**src/rtl/instr_encode_loader.sv**
```systemverilog
// ----------------------------------------------------------------------------
// instr_encode_loader
//
// Purpose: accepts decoded instruction fields one at a time from a producer
// over a valid/ready handshake. Each legal instruction is encoded into a
// 32-bit MIPS-style word and written to sequential instruction-memory
// addresses, starting at 0. Illegal ops raise a sticky error flag and are
// not written. Loading ends on the instruction marked 'last', or when the
// top memory address has been written. After that the block idles in DONE
// until reset.
//
// Ports:
//   clk, reset            single clock; synchronous active-high reset
//   in_valid / in_ready   producer handshake; fields sampled on transfer
//   op_sel                0=R 1=ori 2=lw 3=sw 4=beq 5=lui 6=jal 7=illegal
//   rs, rt, rd, funct     register fields and R-type function code
//   imm, target           I-type immediate and J-type target
//   last                  marks the final instruction of a program
//   im_we/im_addr/im_wdata  instruction-memory write port (qualify with im_we)
//   count                 number of words written
//   done                  load complete
//   err                   sticky illegal-op flag
// ----------------------------------------------------------------------------
module instr_encode_loader #(
  parameter int ADDR_W = 10
) (
  input  logic              clk,
  input  logic              reset,
  input  logic              in_valid,
  output logic              in_ready,
  input  logic [2:0]        op_sel,
  input  logic [4:0]        rs,
  input  logic [4:0]        rt,
  input  logic [4:0]        rd,
  input  logic [5:0]        funct,
  input  logic [15:0]       imm,
  input  logic [25:0]       target,
  input  logic              last,
  output logic              im_we,
  output logic [ADDR_W-1:0] im_addr,
  output logic [31:0]       im_wdata,
  output logic [ADDR_W:0]   count,
  output logic              done,
  output logic              err
);

  typedef enum logic [1:0] {
    S_IDLE  = 2'd0,
    S_WRITE = 2'd1,
    S_DONE  = 2'd2
  } state_t;

  localparam logic [ADDR_W-1:0] PTR_MAX = '1;

  state_t            r_state;
  state_t            w_next;
  logic [ADDR_W-1:0] r_ptr;
  logic [ADDR_W-1:0] r_addr;
  logic [ADDR_W:0]   r_count;
  logic [31:0]       r_word;
  logic              r_last;
  logic              r_err;
  logic [31:0]       w_word;
  logic              w_illegal;
  logic              w_xfer;

  // Instruction encoder.
  // NOTE: every signal driven here gets a default first, so no path through
  // the case statement leaves it unassigned and no latch is inferred.
  always_comb begin
    w_word    = 32'h0;
    w_illegal = 1'b0;
    case (op_sel)
      3'd0:    w_word = {6'b000000, rs, rt, rd, 5'b00000, funct};
      3'd1:    w_word = {6'b001101, rs, rt, imm};
      3'd2:    w_word = {6'b100011, rs, rt, imm};
      3'd3:    w_word = {6'b101011, rs, rt, imm};
      3'd4:    w_word = {6'b000100, rs, rt, imm};
      3'd5:    w_word = {6'b001111, 5'b00000, rt, imm}; // lui has no source reg
      3'd6:    w_word = {6'b000011, target};
      default: w_illegal = 1'b1;
    endcase
  end

  assign w_xfer = in_valid && in_ready;

  // State register.
  // NOTE: sequential state uses non-blocking assignments so that every
  // register samples the pre-edge values, independent of statement order.
  always_ff @(posedge clk) begin
    if (reset) r_state <= S_IDLE;
    else       r_state <= w_next;
  end

  // Next-state and handshake/write-enable outputs. Reset gates in_ready and
  // im_we combinationally so a reset landing on a WRITE cycle suppresses
  // the memory write in that same cycle.
  always_comb begin
    w_next   = r_state;
    in_ready = 1'b0;
    im_we    = 1'b0;
    done     = 1'b0;
    case (r_state)
      S_IDLE: begin
        in_ready = !reset;
        if (w_xfer) begin
          if (w_illegal) w_next = last ? S_DONE : S_IDLE;
          else           w_next = S_WRITE;
        end
      end
      S_WRITE: begin
        im_we  = !reset;
        // Writing the top address ends the load: ptr must never wrap.
        w_next = (r_last || (r_ptr == PTR_MAX)) ? S_DONE : S_IDLE;
      end
      S_DONE: begin
        done = 1'b1;
      end
      default: w_next = S_IDLE;
    endcase
  end

  // Datapath: latched word, write pointer, counters and error flag.
  always_ff @(posedge clk) begin
    if (reset) begin
      r_ptr   <= '0;
      r_addr  <= '0;
      r_count <= '0;
      r_word  <= 32'h0;
      r_last  <= 1'b0;
      r_err   <= 1'b0;
    end else begin
      if (w_xfer) begin
        if (w_illegal) begin
          r_err <= 1'b1;
        end else begin
          r_word <= w_word;
          r_last <= last;
          r_addr <= r_ptr;   // separate copy keeps im_addr stable after ptr moves
        end
      end
      if (im_we) begin
        r_count <= r_count + 1'b1;
        if (r_ptr != PTR_MAX) r_ptr <= r_ptr + 1'b1;
      end
    end
  end

  assign im_addr  = r_addr;
  assign im_wdata = r_word;
  assign count    = r_count;
  assign err      = r_err;

endmodule

```
**config.mk**
```make
export PLATFORM = sky130hd
export DESIGN_NAME = instr_encode_loader
export DESIGN_NICKNAME = d
export VERILOG_FILES = /design/src/rtl/instr_encode_loader.sv
export SDC_FILE = /design/constraint.sdc
export NUM_CORES = 1
export LEC_CHECK = 0
export BUFFER_PORTS_ARGS = -buffer_cell sky130_fd_sc_hd__buf_2
export CORE_AREA = 5 5 87 89
export CTS_BUF_LIST = sky130_fd_sc_hd__clkbuf_16
export DETAILED_ROUTE_END_ITERATION = 8
export DIE_AREA = 0 0 92 94
export PLACE_DENSITY = 0.78
export REMOVE_ABC_BUFFERS = 1
export SYNTH_ARGS = -nofsm -noshare
export SYNTH_HDL_FRONTEND = slang
export SYNTH_SLANG_ARGS = --single-unit
```
**constraint.sdc**
```tcl
create_clock -name clk -period 2 [get_ports clk]
set_input_delay 0.4 -clock clk [delete_from_list [all_inputs] [get_ports clk]]
set_output_delay 0.4 -clock clk [all_outputs]
set_load 0.05 [all_outputs]
```
==> results of run 1 <==
-- per-stage QoR --
step | power (mW) | cells | utilization [%] | hold slack [ns]
2_1_floorplan | 1.817 | 330 | - | 0.4271
3_3_place_gp | 2.036 | 549 | 57.66 | 0.4392
3_5_place_dp | 2.047 | 549 | 57.66 | 0.4430
4_1_cts | 3.407 | 566 | 61.70 | 0.3348
5_1_grt | 3.531 | 566 | 61.70 | 0.3369
6_report | 3.370 | 566 | 61.70 | 0.3404
-- layout make-up --
cell class | instances | area share, %
clock buffer | 9 | 5.463
timing repair buffer | 140 | 18.21
tap | 80 | 2.428
clock inverter | 7 | 0.9105
inverter | 6 | 0.5463
sequential | 66 | 32.05
multi-input combinational | 258 | 40.39
-- placed cells by master (no fill, tap or decap), drive strengths merged, types with 2 or more instances in the layout --
master    Yosys  final
buf          11    140
dfxtp        66     66
nor2         38     38
nand2        32     32
a211oi       28     28
a21oi        23     23
mux2i        12     12
o21ai        12     12
a221oi       11     11
a31o         11     11
a22o         10     10
clkbuf       18      9
nor3          7      7
or3           7      7
nand3         7      7
xor2          7      7
nand4         6      6
inv           5      6
nor3b         6      6
nor2b         5      5
a22oi         5      5
clkinv        1      5
xnor2         4      4
nand3b        3      3
and2          2      2
o41ai         2      2
and4          2      2
mux2          2      2
and3          2      2
ha            2      2
clkinvlp      0      2
nor4b         2      2
-- final timing paths --
path	endpoint	depth (start not counted)	slack [ns]	start
hold reg to reg	im_addr[7]$_SDFFE_PP0P_	2	0.45	im_addr[7]$_SDFFE_PP0P_
setup reg to reg	r_ptr[7]$_SDFFE_PP0P_	5	0.31	r_state[0]$_SDFFE_PP0P_
hold / removal	r_last$_SDFFE_PP0P_	3	0.34	last
setup / recovery	im_we	3	0.19	r_state[0]$_SDFFE_PP0P_
-- metal layers --
layer | vias to the layer above | global-route usage (%)
met5 | - | 0
met2 | 92 | 32.73
met4 | 0 | 7.550
li1 | 1572 | -
met1 | 1460 | 22.59
met3 | 5 | 5.929
-- flip-flops by register name, indices dropped and copies added, names as in the netlist --
register and flops:
count 11, r_state 2, err 1, im_addr 10, r_ptr 10, r_last 1
im_wdata 31
-- where the power goes --
part | switching (mW) | internal (mW) | total [mW]
Clock | 0.531 | 0.820 | 1.35
Combinational | 0.406 | 0.206 | 0.612
Sequential | 0.0342 | 1.37 | 1.41
-- repair_timing --
item / CTS / global route
buffers inserted: 1 / 0
endpoints found under the setup margin: 1 / 0
hold endpoints to repair: 0 / 0
-- worst reg2reg max path, cell delays in order (launching register included) --
cell and delay [ns]:
dfxtp_1 0.45, nor3b_4 0.24, buf_4 0.16, nand2_1 0.05, nor4b_1 0.30, mux2_2 0.37
-- cells by family after synthesis --
logic type / count (synthesis) / share of synthesized area (%)
flops: 66 / 42.21
mux: 14 / 4.556
simple gates: 122 / 19.78
fa+ha+maj: 2 / 0.7992
xor+xnor: 11 / 3.077
buf+inv: 35 / 4.596
other cells: 1 / 0.1198
compound gates: 108 / 24.86
==> flow_summary.json, run 1 <==
{
  "outcome": "completed",
  "ant_nets": 0,
  "synth_top_area_share_pct": 42.21,
  "hold_buffers": 0,
  "timing.critical_path.buf_inv": 2,
  "finalWorstPathRequiredPeriod_ns": 1.813,
  "ios": 127,
  "path_clk_slew_ns": 0.05,
  "post_cts_resized": 0,
  "root_buffer": "clkbuf_16",
  "fmax_mhz": 551.7,
  "ys_types": 48,
  "vias": 3129,
  "drt-pass1-iter-count": 4,
  "nFillCells": 621,
  "crit_path_start_kind": "register",
  "antennaDiodeCount": 0,
  "cp_max_fo": 8,
  "ys.flop_type": "dfxtp_1",
  "synth-edff-count": 0,
  "path_cells": "nor3b_4 -> buf_4 -> buf_2",
  "syn_area_per_cell_um2": 8.720,
  "synth_warnings": 0,
  "synth_top_cell_by_area": "dfxtp_1",
  "nNetsFinal": 553,
  "synthTopCellsByCount": "66 x dfxtp_1, 37 x nor2_1, 32 x nand2_1",
  "synth_most_common_cell": "dfxtp_1",
  "vias_per_cell": 5.528,
  "cts_buffer_depth": 2,
  "max-cap-violations": 0,
  "grt_pass1_vias": 2955,
  "vdd_drop_max_mv": 0.4378,
  "drive_gt1_share_pct": 36.01,
  "skew_ns": 0.005104,
  "slowest_stage": "dfxtp_1",
  "dr_wl_met2_um": 4107,
  "syn_inst": 359,
  "period_share_pct": 90.64,
  "post_dp_cell_area_um2": 3852,
  "pre_cts_ws_ns": 0.2261,
  "cp_top_family": "flip-flops",
  "wire_per_inst_um": 14.52,
  "max_stage_delay_ns": 0.45,
  "globalplace.congestion": 0.7879,
  "hp-class": "input port to register",
  "start_util_pct": 46.85,
  "rsz0062_at_grt": "false",
  "clkLatencyLatePin_ns": 0.32,
  "wl_met3_um": 660,
  "area_growth_pct": 31.69,
  "cts_buffers": 9,
  "finalMaxSlewViolations": 0,
  "power_density_nw_per_um2": 817.4,
  "setup_viol": 0,
  "grtUsageTotal_pct": 19.23,
  "h-tree-depth": 3,
  "die_area_um2": 8648,
  "fin_tns_setup_ns": 0,
  "cp.arrival_ns": 1.41,
  "cp-end-kind": "output pin",
  "antenna_found_initial": 0,
  "grt_max_degree": 40,
  "cp.required_ns": 1.60,
  "drc": 0,
  "stdcell_area_um2": 4123,
  "io_buffers": 125,
  "dp_hpwl_um": 6181,
  "worst_slew_pin_slew_ns": 0.5354,
  "multi_input_area_um2": 1665,
  "finalWirelength_um": 8216,
  "postSynth.asyncResetShare_pct": 0,
  "syn_area_um2": 3131,
  "relSlewSlack_pct": 64.09,
  "p_leak_nw": 1.788,
  "synth.ff_latch_count": 66,
  "clkSinkCount": 66,
  "met1_length_um": 3368,
  "row_count": 30,
  "worst_slack_ns": 0.1873,
  "hold_violations": 0,
  "synth_top_cells_by_area": "dfxtp_1 42%, a211oi_1 6.7%, nor2_1 4.4%",
  "die_y_um": 94,
  "final-seq-area_um2": 1321,
  "drt_iter0_drc": 105,
  "overflow": 0,
  "dieWidth_um": 92,
  "grt_pass1_wl_um": 13450,
  "top_layer": "met4",
  "cts_tree": "done",
  "crit_type": "register to output pin",
  "ys_seq_area_share_pct": 42.21,
  "design.core.area_um2": 6681
}
(Power assumes the default switching activity.)
==> run 2, diff against run 1 <==
--- a/config.mk
+++ b/config.mk
@@ -10,7 +10,7 @@
 export CTS_BUF_LIST = sky130_fd_sc_hd__clkbuf_16
 export DETAILED_ROUTE_END_ITERATION = 8
 export DIE_AREA = 0 0 92 94
-export PLACE_DENSITY = 0.78
+export PLACE_DENSITY_LB_ADDON = 0.3
 export REMOVE_ABC_BUFFERS = 1
 export SYNTH_ARGS = -nofsm -noshare
 export SYNTH_HDL_FRONTEND = slang
==> flow_summary.json, run 2 (synthesis results as in run 1) <==
{
  "outcome": "completed",
  "skew_ns": 0.003428,
  "overflow": 0,
  "drt_iter0_drc": 68,
  "area_growth_pct": 33.01,
  "nNetsFinal": 558,
  "p_seq_share_pct": 40.4,
  "rr_worst_depth": 5,
  "start_util_pct": 46.85,
  "largest_reg_flops": 31,
  "hold_depth": 3,
  "cp_max_fo": 8,
  "finalMaxSlewViolations": 0,
  "cp.required_ns": 1.60,
  "grt_pass1_vias": 3037,
  "vias": 3111,
  "p_int_mw": 2.521,
  "worst_slew_pin_slew_ns": 0.5148,
  "h-tree-depth": 3,
  "ios": 127,
  "cts_buffers": 9,
  "rsz0062_at_grt": "false",
  "root_buffer": "clkbuf_16",
  "grtUsageTotal_pct": 19.56,
  "clkSinkCount": 66,
  "post_layout_nonfiller_instances": 571,
  "hold_buffers": 0,
  "io_buffers": 125,
  "grt_pass1_wl_um": 13660,
  "cp-end-kind": "output pin",
  "hold_violations": 0,
  "design.core.area_um2": 6681,
  "setup_viol": 0,
  "cts_tree": "done",
  "die_area_um2": 8648,
  "wire_per_inst_um": 14.51,
  "vdd_drop_max_mv": 0.5245,
  "globalplace.congestion": 0.8227,
  "cp.arrival_ns": 1.49,
  "crit_path_start_kind": "register",
  "drt-pass1-iter-count": 4,
  "place_inst": 555,
  "worst_slack_ns": 0.1086,
  "final_common_cell": "buf_2",
  "dp_hpwl_um": 6291,
  "p_comb_share_pct": 17.6,
  "p_sw_share_pct": 27.65,
  "max_stage_delay_ns": 0.47,
  "finalWirelength_um": 8285,
  "ant_nets": 0,
  "power_frac_clock_pct": 42.0,
  "drive_gt1_share_pct": 36.05,
  "max-cap-violations": 0,
  "power_density_nw_per_um2": 836.9,
  "p_leak_nw": 1.827,
  "drc": 0,
  "antennaDiodeCount": 0,
  "path_cells": "nor3b_4 -> buf_4 -> buf_2",
  "row_count": 30,
  "hp-class": "input port to register",
  "post_cts_resized": 0,
  "slowest_stage": "dfxtp_1",
  "period_share_pct": 94.57,
  "switchingPower_mw": 0.9636,
  "vias_per_cell": 5.448,
  "pre_cts_ws_ns": 0.2782,
  "die_y_um": 94,
  "cts_setup_buffers": 0,
  "antenna_found_initial": 0,
  "cts_buffer_depth": 2,
  "mostFrequentLayoutCells": "125 x buf_2, 66 x dfxtp_1, 37 x nor2_1",
  "path_clk_slew_ns": 0.05,
  "fmax_mhz": 528.7,
  "finalWorstPathRequiredPeriod_ns": 1.891,
  "dieWidth_um": 92,
  "crit_type": "register to output pin",
  "relSlewSlack_pct": 65.64,
  "clkLatencyLatePin_ns": 0.32,
  "grt_max_degree": 21
}
-- run 2: cell types whose count changed in the layout (fill, tap and decap cells not counted), sizes merged --
cell	delta
clkinv	-1
inv	+2
buf	+5
clkinvlp	-2
bufinv	+1
-- run 2: worst paths after layout --
path                                              start                    end  slack [ns]
worst max-delay path            r_state[0]$_SDFFE_PP0P_                  im_we        0.11
worst min-delay path                               last    r_last$_SDFFE_PP0P_        0.34
worst max register to register  r_state[0]$_SDFFE_PP0P_  r_ptr[8]$_SDFFE_PP0P_        0.39
worst min register to register      r_last$_SDFFE_PP0P_    r_last$_SDFFE_PP0P_        0.45
-- run 2: layer usage --
layer  up-vias  routed length (µm)  GRT usage (%)  share of wire (%)
li1       1587                   -              -                  -
met1      1427                3474          22.80                 42
met2        86                4033          33.33                 49
met3        11                 659          6.571                8.0
met4         0                 118          7.302                1.4
met5         -                   0              0                  0
-- run 2: critical path: cells and delay by family (launching register included) --
kind / cells / cell delay (ns)
buffers and inverters: 2 / 0.43
flip-flops: 1 / 0.47
AND/OR/NAND/NOR: 1 / 0.28
-- run 2: metrics by stage --
stage | area, µm² | power (mW) | setup TNS, ns | util (%) | hold WS, ns
after CTS | 4164 | 3.524 | 0 | 62.32 | 0.3295
final | 4164 | 3.485 | 0 | 62.32 | 0.3395
after detailed placement | 3885 | 2.052 | 0 | 58.15 | 0.4433
after global placement | 3885 | 2.040 | 0 | 58.15 | 0.4389
after global routing | 4164 | 3.647 | 0 | 62.32 | 0.3342
after floorplan | 3009 | 1.817 | -7.657 | - | 0.4271
-- run 2: layout make-up --
type,count,area (µm²)
multi-input combinational,258,1665
timing repair buffer,145,775.7
sequential,66,1321
fill,604,2517
inverter,6,22.52
clock inverter,7,53.80
tap,80,100.1
clock buffer,9,225.2
-- run 2: power by group through the flow --
stage | registers (mW) | logic [mW] | clock network [mW]
6_report | 1.41 | 0.614 | 1.46
4_1_cts | 1.41 | 0.620 | 1.50
3_3_place_gp | 1.43 | 0.607 | 0
5_1_grt | 1.41 | 0.667 | 1.57
3_5_place_dp | 1.43 | 0.619 | 0
2_1_floorplan | 1.61 | 0.209 | 0
==> run 3, diff against run 2 <==
--- a/config.mk
+++ b/config.mk
@@ -5,6 +5,7 @@
 export SDC_FILE = /design/constraint.sdc
 export NUM_CORES = 1
 export LEC_CHECK = 0
+export ABC_AREA = 1
 export BUFFER_PORTS_ARGS = -buffer_cell sky130_fd_sc_hd__buf_2
 export CORE_AREA = 5 5 87 89
 export CTS_BUF_LIST = sky130_fd_sc_hd__clkbuf_16
==> flow_summary.json, run 3 <==
{
  "outcome": "completed",
  "fin_tns_setup_ns": 0,
  "path_cells": "nand2_4 -> nor2_8 -> buf_2",
  "rsz0062_at_grt": "false",
  "multi_input_area_um2": 1564,
  "hp-class": "input port to register",
  "max_stage_delay_ns": 0.46,
  "final_common_cell": "buf_2",
  "ys.flop_type": "dfxtp_1",
  "hold_violations": 0,
  "fmax_mhz": 546.0,
  "die_area_um2": 8648,
  "start_util_pct": 46.89,
  "syn_area_per_cell_um2": 7.303,
  "post_layout_nonfiller_instances": 636,
  "row_count": 30,
  "ios": 127,
  "die_y_um": 94,
  "globalplace.congestion": 0.8423,
  "setup_viol": 0,
  "grt_pass1_wl_um": 14390,
  "ys_types": 35,
  "ant_nets": 0,
  "max-cap-violations": 0,
  "grtUsageTotal_pct": 20.50,
  "antenna_found_initial": 0,
  "cts_buffer_depth": 2,
  "vias_per_cell": 5.176,
  "place_inst": 620,
  "nFillCells": 621,
  "finalWirelength_um": 8586,
  "crit_type": "register to output pin",
  "synth-edff-count": 0,
  "cp.arrival_ns": 1.43,
  "drc": 0,
  "drt-pass1-iter-count": 4,
  "power_density_nw_per_um2": 885.5,
  "clkSinkCount": 66,
  "pre_cts_ws_ns": 0.3444,
  "dieWidth_um": 92,
  "antennaDiodeCount": 0,
  "final-seq-area_um2": 1321,
  "finalMaxSlewViolations": 0,
  "root_buffer": "clkbuf_16",
  "vias": 3292,
  "synth_most_common_cell": "nand2_1",
  "cp_max_fo": 10,
  "vdd_drop_max_mv": 0.4580,
  "drt_iter0_drc": 113,
  "h-tree-depth": 3,
  "slowest_stage": "dfxtp_1",
  "design.core.area_um2": 6681,
  "synth.ff_latch_count": 66,
  "overflow": 0,
  "p_leak_nw": 1.965,
  "syn_area_um2": 3133,
  "grt_max_degree": 53,
  "cts_tree": "done",
  "nNetsFinal": 623,
  "crit_path_start_kind": "register",
  "mostFrequentLayoutCells": "125 x buf_2, 92 x nand2_1, 66 x dfxtp_1",
  "worst_slack_ns": 0.1686,
  "ys_seq_area_share_pct": 42.17,
  "rr_worst_depth": 10,
  "io_buffers": 125,
  "synth_top_area_share_pct": 42.17,
  "cts_setup_buffers": 0,
  "synth_top_cells_by_area": "dfxtp_1 42%, nand2_1 11%, a21oi_1 8.1%",
  "post_cts_resized": 0,
  "synth_warnings": 0,
  "hold_buffers": 0,
  "grt_pass1_vias": 3147,
  "path_clk_slew_ns": 0.06,
  "cts_buffers": 9,
  "synth_top_cell_by_area": "dfxtp_1",
  "synthTopCellsByCount": "92 x nand2_1, 66 x dfxtp_1, 51 x a21oi_1",
  "largest_reg_flops": 31,
  "area_growth_pct": 31.91,
  "cp.required_ns": 1.60,
  "clkLatencyLatePin_ns": 0.32,
  "drive_gt1_share_pct": 30.04,
  "dp_hpwl_um": 6295,
  "wire_per_inst_um": 13.50,
  "cp-end-kind": "output pin",
  "skew_ns": 0.005868,
  "postSynth.asyncResetShare_pct": 0,
  "hold_depth": 3,
  "period_share_pct": 91.57,
  "syn_inst": 429,
  "finalWorstPathRequiredPeriod_ns": 1.831
}
-- run 3: cell count changes in the layout (fill, tap and decap cells not counted), moves of 16 or more --
cell,before,now
o21ai_1,0,16
a21oi_1,23,51
nand3_1,7,37
o21ai_0,11,35
nand2_1,32,92
a211oi_1,28,0
inv_1,7,29
-- run 3: kinds of logic (layout without fill, tap and decap cells) --
logic type,after synthesis,count (layout),synth area share [%]
other cells,1,1,0.1197
compound gates,121,121,20.25
xor+xnor,3,3,0.8388
simple gates,181,181,27.92
buf+inv,55,182,7.907
fa+ha+maj,2,2,0.7986
flops,66,66,42.17
-- run 3: layout make-up --
class                           instances  share of cell area, %
Sequential cell                        66                  31.97
Clock inverter                          7                  2.059
Timing Repair Buffer                  132                  17.01
Multi-Input combinational cell        308                  37.84
Tap cell                               80                  2.422
Clock buffer                            9                  5.450
Inverter                               34                  3.239
-- run 3: final timing paths --
check | start | end | slack, ns
worst max-delay path | r_state[0]$_SDFFE_PP0P_ | im_we | 0.17
worst min register to register | r_last$_SDFFE_PP0P_ | r_last$_SDFFE_PP0P_ | 0.45
worst min-delay path | imm[7] | im_wdata[7]$_SDFFE_PP0P_ | 0.34
worst max register to register | r_ptr[1]$_SDFFE_PP0P_ | r_ptr[5]$_SDFFE_PP0P_ | 0.42
-- run 3: stage by stage --
step	util, %	hold slack, ns	total power [mW]	instance area, µm²
after global routing	61.85	0.3439	3.808	4133
final	61.85	0.3423	3.660	4133
after global placement	57.21	0.4391	2.055	3822
after floorplan	-	0.4318	1.846	3019
after CTS	61.85	0.3341	3.693	4133
after detailed placement	57.21	0.4450	2.064	3822
-- run 3: critical path: cells and delay by family, from the launching register on --
kind | cells | cell delay (ns)
AND/OR/NAND/NOR | 2 | 0.33
flip-flops | 1 | 0.46
buffers and inverters | 1 | 0.31
-- run 3: power by group --
group | internal [mW] | leakage (nW) | switching, mW
Combinational | 0.175 | 1.27 | 0.438
Sequential | 1.38 | 0.538 | 0.0381
Clock | 1.08 | 0.154 | 0.550
-- run 3: metal layers --
metal  track usage [%]  wire [µm]  vias up
met5                 0          0        -
met1             24.64       3654     1468
met4             8.168        178        0
li1                  -          -     1690
met3             6.010        726       14
met2             34.43       4027      120
